$ cat config.mk
export PLATFORM = sky130hd
export DESIGN_NAME = alu_exec_issue_flat
export DESIGN_NICKNAME = d
export VERILOG_FILES = /design/src/rtl/alu_exec_issue_if.sv /design/src/rtl/alu_exec_issue.sv /design/src/flat_wrapper.sv
export SDC_FILE = /design/constraint.sdc
export NUM_CORES = 1
export LEC_CHECK = 0
export ABC_AREA = 0
export CAP_MARGIN = 25
export CORE_MARGIN = 5
export CORE_UTILIZATION = 32
export CTS_BUF_LIST = sky130_fd_sc_hd__clkbuf_4 sky130_fd_sc_hd__clkbuf_8
export DETAILED_ROUTE_END_ITERATION = 12
export PLACE_DENSITY = 0.65
export REMOVE_ABC_BUFFERS = 1
export SETUP_SLACK_MARGIN = 0.1
export SLEW_MARGIN = 0
export SYNTH_ARGS = -nofsm -noshare
export SYNTH_HDL_FRONTEND = slang
export SYNTH_SLANG_ARGS = --single-unit
export TNS_END_PERCENT = 50
$ cat constraint.sdc
create_clock -name clk -period 1.5 [get_ports clk]
set_input_delay 0.375 -clock clk [delete_from_list [all_inputs] [get_ports clk]]
set_output_delay 0.375 -clock clk [all_outputs]
set_load 0.005 [all_outputs]
$ cat src/rtl/alu_exec_issue_if.sv
// rtl/alu_exec_issue_if.sv - ID-side, ALU-side and write-back signal bundle for alu_exec_issue
// Ports (slave = issue stage view):
//   in_*   : decoded instruction from ID, valid/ready handshake (in_ready driven by stage)
//   fwd_*  : write-back bus used for operand forwarding
//   out_*  : registered operands/control to the ALU, valid/ready handshake (out_ready from ALU)
//   err_illegal : one-cycle pulse after an illegal R-type funct is accepted
interface alu_exec_issue_if #(
    parameter int WIDTH = 48,
    parameter int RADDR = 5
);
    logic             in_valid;
    logic             in_ready;
    logic [1:0]       in_aluop;
    logic [5:0]       in_funct;
    logic [RADDR-1:0] in_rs_addr;
    logic [RADDR-1:0] in_rt_addr;
    logic [RADDR-1:0] in_rd_addr;
    logic [WIDTH-1:0] in_rs_val;
    logic [WIDTH-1:0] in_rt_val;
    logic [WIDTH-1:0] in_imm;
    logic             in_use_imm;
    logic             fwd_valid;
    logic [RADDR-1:0] fwd_addr;
    logic [WIDTH-1:0] fwd_data;
    logic             out_valid;
    logic             out_ready;
    logic [WIDTH-1:0] out_a;
    logic [WIDTH-1:0] out_b;
    logic [3:0]       out_control;
    logic [RADDR-1:0] out_rd_addr;
    logic             err_illegal;

    modport slave (
        input  in_valid, in_aluop, in_funct, in_rs_addr, in_rt_addr, in_rd_addr,
        input  in_rs_val, in_rt_val, in_imm, in_use_imm,
        input  fwd_valid, fwd_addr, fwd_data,
        input  out_ready,
        output in_ready, out_valid, out_a, out_b, out_control, out_rd_addr, err_illegal
    );

    modport master (
        output in_valid, in_aluop, in_funct, in_rs_addr, in_rt_addr, in_rd_addr,
        output in_rs_val, in_rt_val, in_imm, in_use_imm,
        output fwd_valid, fwd_addr, fwd_data,
        output out_ready,
        input  in_ready, out_valid, out_a, out_b, out_control, out_rd_addr, err_illegal
    );
endinterface

$ cat src/rtl/alu_exec_issue.sv
// rtl/alu_exec_issue.sv - execute-issue stage: ALU control decode, operand select, forwarding, 2-entry skid buffer
// Ports:
//   clk  : rising-edge clock
//   rst  : synchronous active-high reset
//   bus  : alu_exec_issue_if.slave (in_* from ID, fwd_* from write-back, out_* to ALU, err_illegal)
// Optional feature: define ALU_ISSUE_FWD_EN to enable write-back forwarding at acceptance and
// snooping of held entries; without it the fwd_* signals are ignored.
module alu_exec_issue #(
    parameter int WIDTH = 48,
    parameter int RADDR = 5
) (
    input logic             clk,
    input logic             rst,
    alu_exec_issue_if.slave bus
);

    typedef struct packed {
        logic [WIDTH-1:0] a;
        logic [WIDTH-1:0] b;
        logic [3:0]       ctrl;
        logic [RADDR-1:0] rd;
`ifdef ALU_ISSUE_FWD_EN
        logic [RADDR-1:0] rs;
        logic [RADDR-1:0] rt;
        logic             b_imm;
`endif
    } entry_t;

    typedef enum logic [1:0] {
        ST_EMPTY,
        ST_ONE,
        ST_TWO
    } state_t;

    state_t state_q, state_d;
    entry_t main_q, main_d;
    entry_t skid_q, skid_d;
    entry_t new_e;
    entry_t main_s;
    entry_t skid_s;
    logic   in_ready_q;
    logic   err_q, err_d;
    logic   main_valid;
    logic   accept;
    logic   xfer;
    logic [4:0] dec;

    // Returns {illegal, control}.
    function automatic logic [4:0] decode(input logic [1:0] aluop, input logic [5:0] funct);
        logic [4:0] r;
        case (aluop)
            2'b00: r = {1'b0, 4'h2};
            2'b01: r = {1'b0, 4'h6};
            2'b11: r = {1'b0, 4'h1};
            default: begin
                case (funct)
                    6'h20:   r = {1'b0, 4'h2};
                    6'h22:   r = {1'b0, 4'h6};
                    6'h24:   r = {1'b0, 4'h0};
                    6'h25:   r = {1'b0, 4'h1};
                    6'h2A:   r = {1'b0, 4'h7};
                    6'h27:   r = {1'b0, 4'hC};
                    default: r = {1'b1, 4'hF};
                endcase
            end
        endcase
        return r;
    endfunction

`ifdef ALU_ISSUE_FWD_EN
    // Apply one write-back to an entry; register 0 and immediate B are never replaced.
    function automatic entry_t snoop(input entry_t e, input logic fv,
                                     input logic [RADDR-1:0] fa, input logic [WIDTH-1:0] fd);
        entry_t r;
        r = e;
        if (fv && (fa == e.rs) && (e.rs != '0)) begin
            r.a = fd;
        end
        if (fv && !e.b_imm && (fa == e.rt) && (e.rt != '0)) begin
            r.b = fd;
        end
        return r;
    endfunction
`endif

    assign main_valid = (state_q != ST_EMPTY);
    assign accept     = bus.in_valid && in_ready_q;
    assign xfer       = main_valid && bus.out_ready;
    assign dec        = decode(bus.in_aluop, bus.in_funct);

    // Candidate entry from ID and forwarded views of the held entries.
    always_comb begin
        new_e      = '0;
        new_e.a    = bus.in_rs_val;
        new_e.b    = bus.in_use_imm ? bus.in_imm : bus.in_rt_val;
        new_e.ctrl = dec[3:0];
        new_e.rd   = bus.in_rd_addr;
        main_s     = main_q;
        skid_s     = skid_q;
`ifdef ALU_ISSUE_FWD_EN
        new_e.rs    = bus.in_rs_addr;
        new_e.rt    = bus.in_rt_addr;
        new_e.b_imm = bus.in_use_imm;
        new_e       = snoop(new_e, bus.fwd_valid, bus.fwd_addr, bus.fwd_data);
        main_s      = snoop(main_q, bus.fwd_valid, bus.fwd_addr, bus.fwd_data);
        skid_s      = snoop(skid_q, bus.fwd_valid, bus.fwd_addr, bus.fwd_data);
`endif
    end

    // Skid-buffer occupancy: ONE with simultaneous accept and transfer refills main directly.
    always_comb begin
        state_d = state_q;
        main_d  = main_s;
        skid_d  = skid_s;
        err_d   = accept && dec[4];
        case (state_q)
            ST_EMPTY: begin
                if (accept) begin
                    main_d  = new_e;
                    state_d = ST_ONE;
                end
            end
            ST_ONE: begin
                if (accept && xfer) begin
                    main_d = new_e;
                end else if (accept) begin
                    skid_d  = new_e;
                    state_d = ST_TWO;
                end else if (xfer) begin
                    state_d = ST_EMPTY;
                end
            end
            ST_TWO: begin
                if (xfer) begin
                    main_d  = skid_s;
                    state_d = ST_ONE;
                end
            end
            default: begin
                state_d = ST_EMPTY;
            end
        endcase
    end

    always_ff @(posedge clk) begin
        if (rst) begin
            state_q    <= ST_EMPTY;
            main_q     <= '0;
            skid_q     <= '0;
            in_ready_q <= 1'b1;
            err_q      <= 1'b0;
        end else begin
            state_q    <= state_d;
            main_q     <= main_d;
            skid_q     <= skid_d;
            // Registered ready: low exactly while both slots are occupied.
            in_ready_q <= (state_d != ST_TWO);
            err_q      <= err_d;
        end
    end

    assign bus.in_ready    = in_ready_q;
    assign bus.out_valid   = main_valid;
    assign bus.out_a       = main_q.a;
    assign bus.out_b       = main_q.b;
    assign bus.out_control = main_q.ctrl;
    assign bus.out_rd_addr = main_q.rd;
    assign bus.err_illegal = err_q;

endmodule
$ cat src/flat_wrapper.sv
// flat-port wrapper written by rule: the top's interface ports become plain ports
module alu_exec_issue_flat 
#(
    parameter int WIDTH = 48,
    parameter int RADDR = 5
)
  (clk, rst, bus_in_valid, bus_in_aluop, bus_in_funct, bus_in_rs_addr, bus_in_rt_addr, bus_in_rd_addr, bus_in_rs_val, bus_in_rt_val, bus_in_imm, bus_in_use_imm, bus_fwd_valid, bus_fwd_addr, bus_fwd_data, bus_out_ready, bus_in_ready, bus_out_valid, bus_out_a, bus_out_b, bus_out_control, bus_out_rd_addr, bus_err_illegal);
  alu_exec_issue_if #(.WIDTH(WIDTH), .RADDR(RADDR)) bus_i ();
  input logic clk;
  input logic rst;
  input wire logic [$bits(bus_i.in_valid)-1:0] bus_in_valid;
  input wire logic [$bits(bus_i.in_aluop)-1:0] bus_in_aluop;
  input wire logic [$bits(bus_i.in_funct)-1:0] bus_in_funct;
  input wire logic [$bits(bus_i.in_rs_addr)-1:0] bus_in_rs_addr;
  input wire logic [$bits(bus_i.in_rt_addr)-1:0] bus_in_rt_addr;
  input wire logic [$bits(bus_i.in_rd_addr)-1:0] bus_in_rd_addr;
  input wire logic [$bits(bus_i.in_rs_val)-1:0] bus_in_rs_val;
  input wire logic [$bits(bus_i.in_rt_val)-1:0] bus_in_rt_val;
  input wire logic [$bits(bus_i.in_imm)-1:0] bus_in_imm;
  input wire logic [$bits(bus_i.in_use_imm)-1:0] bus_in_use_imm;
  input wire logic [$bits(bus_i.fwd_valid)-1:0] bus_fwd_valid;
  input wire logic [$bits(bus_i.fwd_addr)-1:0] bus_fwd_addr;
  input wire logic [$bits(bus_i.fwd_data)-1:0] bus_fwd_data;
  input wire logic [$bits(bus_i.out_ready)-1:0] bus_out_ready;
  output wire logic [$bits(bus_i.in_ready)-1:0] bus_in_ready;
  output wire logic [$bits(bus_i.out_valid)-1:0] bus_out_valid;
  output wire logic [$bits(bus_i.out_a)-1:0] bus_out_a;
  output wire logic [$bits(bus_i.out_b)-1:0] bus_out_b;
  output wire logic [$bits(bus_i.out_control)-1:0] bus_out_control;
  output wire logic [$bits(bus_i.out_rd_addr)-1:0] bus_out_rd_addr;
  output wire logic [$bits(bus_i.err_illegal)-1:0] bus_err_illegal;
  assign bus_i.in_valid = bus_in_valid;
  assign bus_i.in_aluop = bus_in_aluop;
  assign bus_i.in_funct = bus_in_funct;
  assign bus_i.in_rs_addr = bus_in_rs_addr;
  assign bus_i.in_rt_addr = bus_in_rt_addr;
  assign bus_i.in_rd_addr = bus_in_rd_addr;
  assign bus_i.in_rs_val = bus_in_rs_val;
  assign bus_i.in_rt_val = bus_in_rt_val;
  assign bus_i.in_imm = bus_in_imm;
  assign bus_i.in_use_imm = bus_in_use_imm;
  assign bus_i.fwd_valid = bus_fwd_valid;
  assign bus_i.fwd_addr = bus_fwd_addr;
  assign bus_i.fwd_data = bus_fwd_data;
  assign bus_i.out_ready = bus_out_ready;
  assign bus_in_ready = bus_i.in_ready;
  assign bus_out_valid = bus_i.out_valid;
  assign bus_out_a = bus_i.out_a;
  assign bus_out_b = bus_i.out_b;
  assign bus_out_control = bus_i.out_control;
  assign bus_out_rd_addr = bus_i.out_rd_addr;
  assign bus_err_illegal = bus_i.err_illegal;
  alu_exec_issue #(.WIDTH(WIDTH), .RADDR(RADDR)) u_core (.clk(clk), .rst(rst), .bus(bus_i));
endmodule
==> results of run 1 <==
## power breakdown
group	internal, mW	total (mW)	leakage (nW)	switching [mW]
Sequential	6.14	6.35	1.78	0.216
Combinational	1.58	2.96	3.32	1.38
Clock	3.11	5.42	0.404	2.31
Total	10.8	14.7	5.51	3.90
## synthesized netlist by cell type, drive strengths merged (3+ instances only)
master	number	share of area
nand3	4	0.0023
a31oi	4	0.0028
nor2b	3	0.0021
nand2b	5	0.0035
nand2	317	0.13
a211oi	51	0.043
buf	54	0.034
nor2	108	0.046
mux2i	49	0.055
o211ai	50	0.042
dfxtp	214	0.48
clkbuf	46	0.019
a21oi	108	0.061
a311oi	53	0.052
## worst paths after layout
check	from	endpoint	slack, ps	cells after the start
worst max register to register	u_core.state_q[1]	u_core.bus.out_a[24]	-170	7
worst min-delay path	rst	u_core.bus.out_b[16]	280	2
worst max-delay path	u_core.state_q[0]	bus_out_valid	-190	3
worst min register to register	u_core.bus.out_b[6]	u_core.bus.out_b[6]	450	2
## worst register-to-register path, stage by stage, from the launching register on
cell and delay (ps):
dfxtp_4 360, buf_6 120, nand4b_1 230, nand3_4 230
clkbuf_16 200, clkbuf_16 160, nor2_4 40, a311oi_2 250
## layer usage
layer | up-vias | share of wire
met4 | 0 | 0.014
met2 | 279 | 0.47
met1 | 4074 | 0.42
met3 | 33 | 0.091
met5 | - | 0
li1 | 4410 | -
## through the flow
stage / power (mW) / instance area, µm² / hold slack (ps)
after detailed placement: 9.08 / 12400 / 446
after global placement: 9.05 / 12400 / 436
after global routing: 15.5 / 13700 / 269
after CTS: 14.5 / 13000 / 242
after floorplan: 7.44 / 8380 / 431
final: 14.7 / 13700 / 280
## area by class of cell
type | count | area [µm²] | share of cell area
inverters | 1 | 3.75 | 0.000274
well taps | 378 | 473 | 0.0346
clock buffers | 60 | 738 | 0.0540
clock inverters | 4 | 28.8 | 0.00210
flip-flops and latches | 214 | 4410 | 0.322
multi-input cells | 771 | 4470 | 0.327
repair buffers | 380 | 3560 | 0.260
## cells by family (layout without fill, tap and decap cells)
group                     count (synthesis)  count (layout)  synth area share
DFF                                     214             214             0.484
buffers and inverters                   101             445            0.0541
AOI/OAI and AO/OA                       270             270             0.206
muxes                                    50              50            0.0566
and+or+nand+nor                         450             450             0.199
xor gates and xnor gates                  1               1          0.000989
## sequential cells by signal (all words and copies together) (netlist names)
name / flops
u_core.skid_q: 105
u_core.bus.out_a: 48
u_core.bus.out_b: 48
u_core.bus.out_rd_addr: 5
u_core.bus.out_control: 4
u_core.state_q: 2
u_core.bus.err_illegal: 1
u_core.bus.in_ready: 1
## repair_timing
action / in CTS / in global routing
endpoints found under the setup margin: 318 / 240
pin swaps: 28 / 69
gates resized for setup: 544 / 97
setup buffers: 18 / 8
cloned: 0 / 10
==> impl_metrics.py, run 1 <==
metrics = {
    "cts": {
        "insertion_delay_ps": 520,
        "ctsHtreeMaxLevel": 2,
        "cts_root_buffer": "clkbuf_8",
        "clock-sinks": 214,
        "clk_pin_slew_worst_paths_ps": 60,
        "cts_tree": "built",
        "cts_buffer_depth": 3,
        "cts_buffers": 38,
        "holdBufCountCts": 0,
    },
    "worst_hold_path": {
        "hp-class": "input port to flop",
    },
    "place": {
        "io_buffers": 269,
        "detailed_place_hpwl_mm": 17.9,
        "dp_slack_ps": -683,
        "gp_congestion": 0.746,
        "dp_cells": 1708,
    },
    "cells_and_area": {
        "nets": 1632,
        "post-route-util": 0.496,
        "n_antenna_cell": 0,
        "n_fill_cell": 2671,
        "drive_above_1_share": 0.317,
        "final_common_cell": "nand2_1",
        "instances_no_fill": 1808,
        "final_cell_mix": "nand2_1, clkdlybuf4s50_1, dfxtp_1, buf_2, a21oi_1",
        "syn_to_final_growth_pct": 54.4,
    },
    "drt": {
        "vias_per_cell": 4.87,
        "drtIter0Drc": 513,
        "wl_per_cell_um": 15.5,
        "vias": 8796,
        "drt-total-wl_mm": 28.0,
        "ant_nets": 0,
        "drc": 0,
        "dr.pass1.iters": 5,
    },
    "setup_path": {
        "cp_data_arrival_time_ps": 1320,
        "cpPeakStageDelay_ps": 330,
        "critical_path_class": "flop to output port",
        "crit_fanout": 4,
        "critPathBufInv": 2,
        "setup.worst_path.end_class": "output port",
        "cpMaxStageDelayCell": "dfxtp_2",
        "critical_path.top_delay_family": "flip-flops",
        "crit_required_ps": 1120,
        "cp-start-kind": "flop",
        "crit_path_cell_trace": "buf_4 -> or2_4 -> buf_6",
    },
    "run": {
        "drv_cap": 0,
    },
    "grt": {
        "grt_use_met2": 0.267,
        "gr-usage-met1": 0.204,
        "antenna_found_initial": 0,
        "grt-busiest-layer": "met2",
        "met3_usage": 0.0563,
        "grt_pass1_vias": 8344,
        "grt_overflow": 0,
        "grt_util_all_layers": 0.161,
        "grt_max_degree": 61,
        "grt_pass1_wl_mm": 42.2,
    },
    "sta": {
        "worst_slew_pin_slew_ps": 449,
        "finalCritPeriodShare": 1.13,
        "worst_slack_ps": -192,
        "fin_skew_ps": 18.3,
        "final-setup-viol-count": 210,
        "max_slew_margin": 0.701,
        "rsz0062_at_grt": "yes",
        "clock.fmax_mhz": 591,
        "drv_slew": 0,
        "layout_min_cycle_time_ps": 1690,
        "hold_viol": 0,
        "fin_tns_setup_ps": -20610,
    },
    "yosys": {
        "synthCells": 1086,
        "ys_ff_latch": 214,
        "async_flop_share": 0,
        "ys.flop_type": "dfxtp_1",
        "ys_types": 33,
        "synth_edf_count": 0,
        "yosysSeqAreaShare": 0.484,
        "ys.warnings.count": 0,
        "syn_area_per_cell_um2": 8.16,
        "syn-cell-area_mm2": 0.00886,
    },
    "floorplan": {
        "die_w_um": 176,
        "rows": 61,
        "initial_core_util": 0.322,
        "dieArea_mm2": 0.0311,
        "io_pins": 334,
        "chipHeight_um": 176,
        "coreArea_mm2": 0.0276,
    },
    "run_status": {
        "status": "complete, but fails checks",
        "violations": "negative setup slack",
    },
    "pwr": {
        "ir_drop_mv": 0.393,
        "cellPowerDensity_mw_per_mm2": 1080,
        "p_leak_nw": 5.51,
    },
}
Power figures use the tool's default switching activity.
==> run 2: changes to the inputs <==
SETUP_SLACK_MARGIN = 0.4   (was 0.1)
==> impl_metrics.py, run 2 (synthesis results as in run 1) <==
metrics = {
    "sta": {
        "fin_skew_ps": 18.6,
        "worst_slack_ps": -194,
        "timing.hold.ws_ps": 274,
        "rsz0062_at_grt": "yes",
        "final-setup-viol-count": 209,
        "max_slew_margin": 0.704,
        "drv_slew": 0,
        "layout_min_cycle_time_ps": 1690,
        "hold_viol": 0,
        "clock.fmax_mhz": 590,
        "worst_slew_pin_slew_ps": 443,
        "finalCritPeriodShare": 1.13,
    },
    "setup_path": {
        "critical_path_class": "flop to output port",
        "cpMaxStageDelayCell": "dfxtp_2",
        "cpPeakStageDelay_ps": 330,
        "crit_required_ps": 1120,
        "crit_fanout": 4,
        "setup.worst_path.end_class": "output port",
        "crit_path_cell_trace": "buf_4 -> or2_4 -> buf_6",
        "critical_path.top_delay_family": "flip-flops",
        "cp-start-kind": "flop",
        "critPathBufInv": 2,
        "cp_data_arrival_time_ps": 1320,
    },
    "cells_and_area": {
        "final_cell_mix": "nand2_1, clkdlybuf4s50_1, dfxtp_2, dfxtp_1, a21oi_1",
        "regMostFlops": "u_core.skid_q",
        "drive_above_1_share": 0.328,
        "post-route-util": 0.511,
        "largest_reg_flops": 105,
        "n_fill_cell": 2615,
        "syn_to_final_growth_pct": 58.8,
        "nets": 1633,
        "instances_no_fill": 1809,
        "final_common_cell": "nand2_1",
        "n_antenna_cell": 0,
    },
    "grt": {
        "grt_pass1_vias": 8333,
        "antenna_found_initial": 0,
        "grt_pass1_wl_mm": 42.2,
        "grt_max_degree": 61,
        "grt_overflow": 0,
        "grt_util_all_layers": 0.162,
    },
    "place": {
        "io_buffers": 269,
        "gp_congestion": 0.746,
        "detailed_place_hpwl_mm": 17.9,
        "dp_cells": 1708,
    },
    "floorplan": {
        "die_w_um": 176,
        "io_pins": 334,
        "chipHeight_um": 176,
        "rows": 61,
        "initial_core_util": 0.322,
        "coreArea_mm2": 0.0276,
        "dieArea_mm2": 0.0311,
    },
    "cts": {
        "cts_tree": "built",
        "ctsHtreeMaxLevel": 2,
        "clock-sinks": 214,
        "cts_root_buffer": "clkbuf_8",
        "holdBufCountCts": 0,
        "cts_buffer_depth": 3,
        "cts_buffers": 38,
        "clk_pin_slew_worst_paths_ps": 60,
        "insertion_delay_ps": 520,
    },
    "drt": {
        "dr.pass1.iters": 5,
        "vias": 8854,
        "wl_per_cell_um": 15.6,
        "drc": 0,
        "ant_nets": 0,
        "vias_per_cell": 4.89,
        "drtIter0Drc": 493,
        "drt-total-wl_mm": 28.2,
    },
    "pwr": {
        "swShare": 0.264,
        "cellPowerDensity_mw_per_mm2": 1060,
        "pwr-share-comb": 0.210,
        "power.switching_mw": 3.95,
        "p_leak_nw": 5.58,
        "cellInternalPower_mw": 11.0,
        "p_seq_frac": 0.427,
        "ir_drop_mv": 0.403,
        "clkPwrFrac": 0.363,
    },
    "run": {
        "drv_cap": 0,
    },
    "run_status": {
        "status": "complete, but fails checks",
        "violations": "negative setup slack",
    },
    "worst_hold_path": {
        "hp-class": "input port to flop",
    },
}
## run 2: changes by cell type in the layout (fill, tap and decap cells not counted), moves of 7 or more
cell	delta
a21oi_1	-7
a21oi_2	+7
buf_2	-57
buf_6	+57
dfxtp_1	-13
dfxtp_2	+13
## run 2: worst reg2reg max path, cell delays in order (launching register included)
cell	delay [ps]
dfxtp_2	340
buf_4	120
nand3b_1	170
nand3_4	190
buf_12	210
clkbuf_16	170
buf_8	130
a311oi_2	230
## run 2: what timing repair did
action / CTS / global route
endpoints found under the setup margin: 321 / 321
setup buffers: 19 / 8
gates cloned: 0 / 10
resized for setup: 615 / 97
pin swaps: 24 / 79
## run 2: routing by layer
| layer | wire (µm) | track usage | up-vias |
|---|---|---|---|
| met1 | 11900 | 0.202 | 4098 |
| li1 | - | - | 4417 |
| met3 | 2660 | 0.0580 | 36 |
| met4 | 404 | 0.0355 | 0 |
| met5 | 0 | 0 | - |
| met2 | 13300 | 0.270 | 303 |
## run 2: area by class of cell
cell class | count | area [µm²] | area share
flip-flops and latches | 214 | 4420 | 0.314
well taps | 378 | 473 | 0.0336
multi-input cells | 771 | 4480 | 0.319
clock inverters | 4 | 28.8 | 0.00205
inverters | 1 | 3.75 | 0.000267
repair buffers | 381 | 3920 | 0.279
clock buffers | 60 | 738 | 0.0525
## run 2: final timing paths
check / start / endpoint / slack [ps] / cells after the start
setup / recovery: u_core.state_q[0] / bus_out_valid / -190 / 3
hold / removal: rst / u_core.bus.out_b[14] / 270 / 2
setup reg to reg: u_core.state_q[0] / u_core.bus.out_a[36] / -160 / 7
hold reg to reg: u_core.bus.out_b[4] / u_core.bus.out_b[4] / 450 / 2
## run 2: stage by stage
step | worst slack, ps | power [mW] | setup TNS [ps] | cell area (µm²)
final | -194 | 15.0 | -20280 | 14100
after global placement | -628 | 9.05 | -119740 | 12400
after detailed placement | -683 | 9.08 | -128040 | 12400
after global routing | -307 | 15.7 | -38140 | 14100
after CTS | -142 | 14.7 | -13310 | 13300
after floorplan | -11250 | 7.44 | -1456060 | 8380
## run 2: power groups by stage
stage               sequential [mW]  clock [mW]  combinational, mW
global placement               6.40           0               2.64
global route                   6.44        5.88               3.40
finish                         6.39        5.43               3.13
floorplan                      6.41           0               1.03
CTS                            6.38        5.62               2.68
detailed placement             6.41           0               2.67
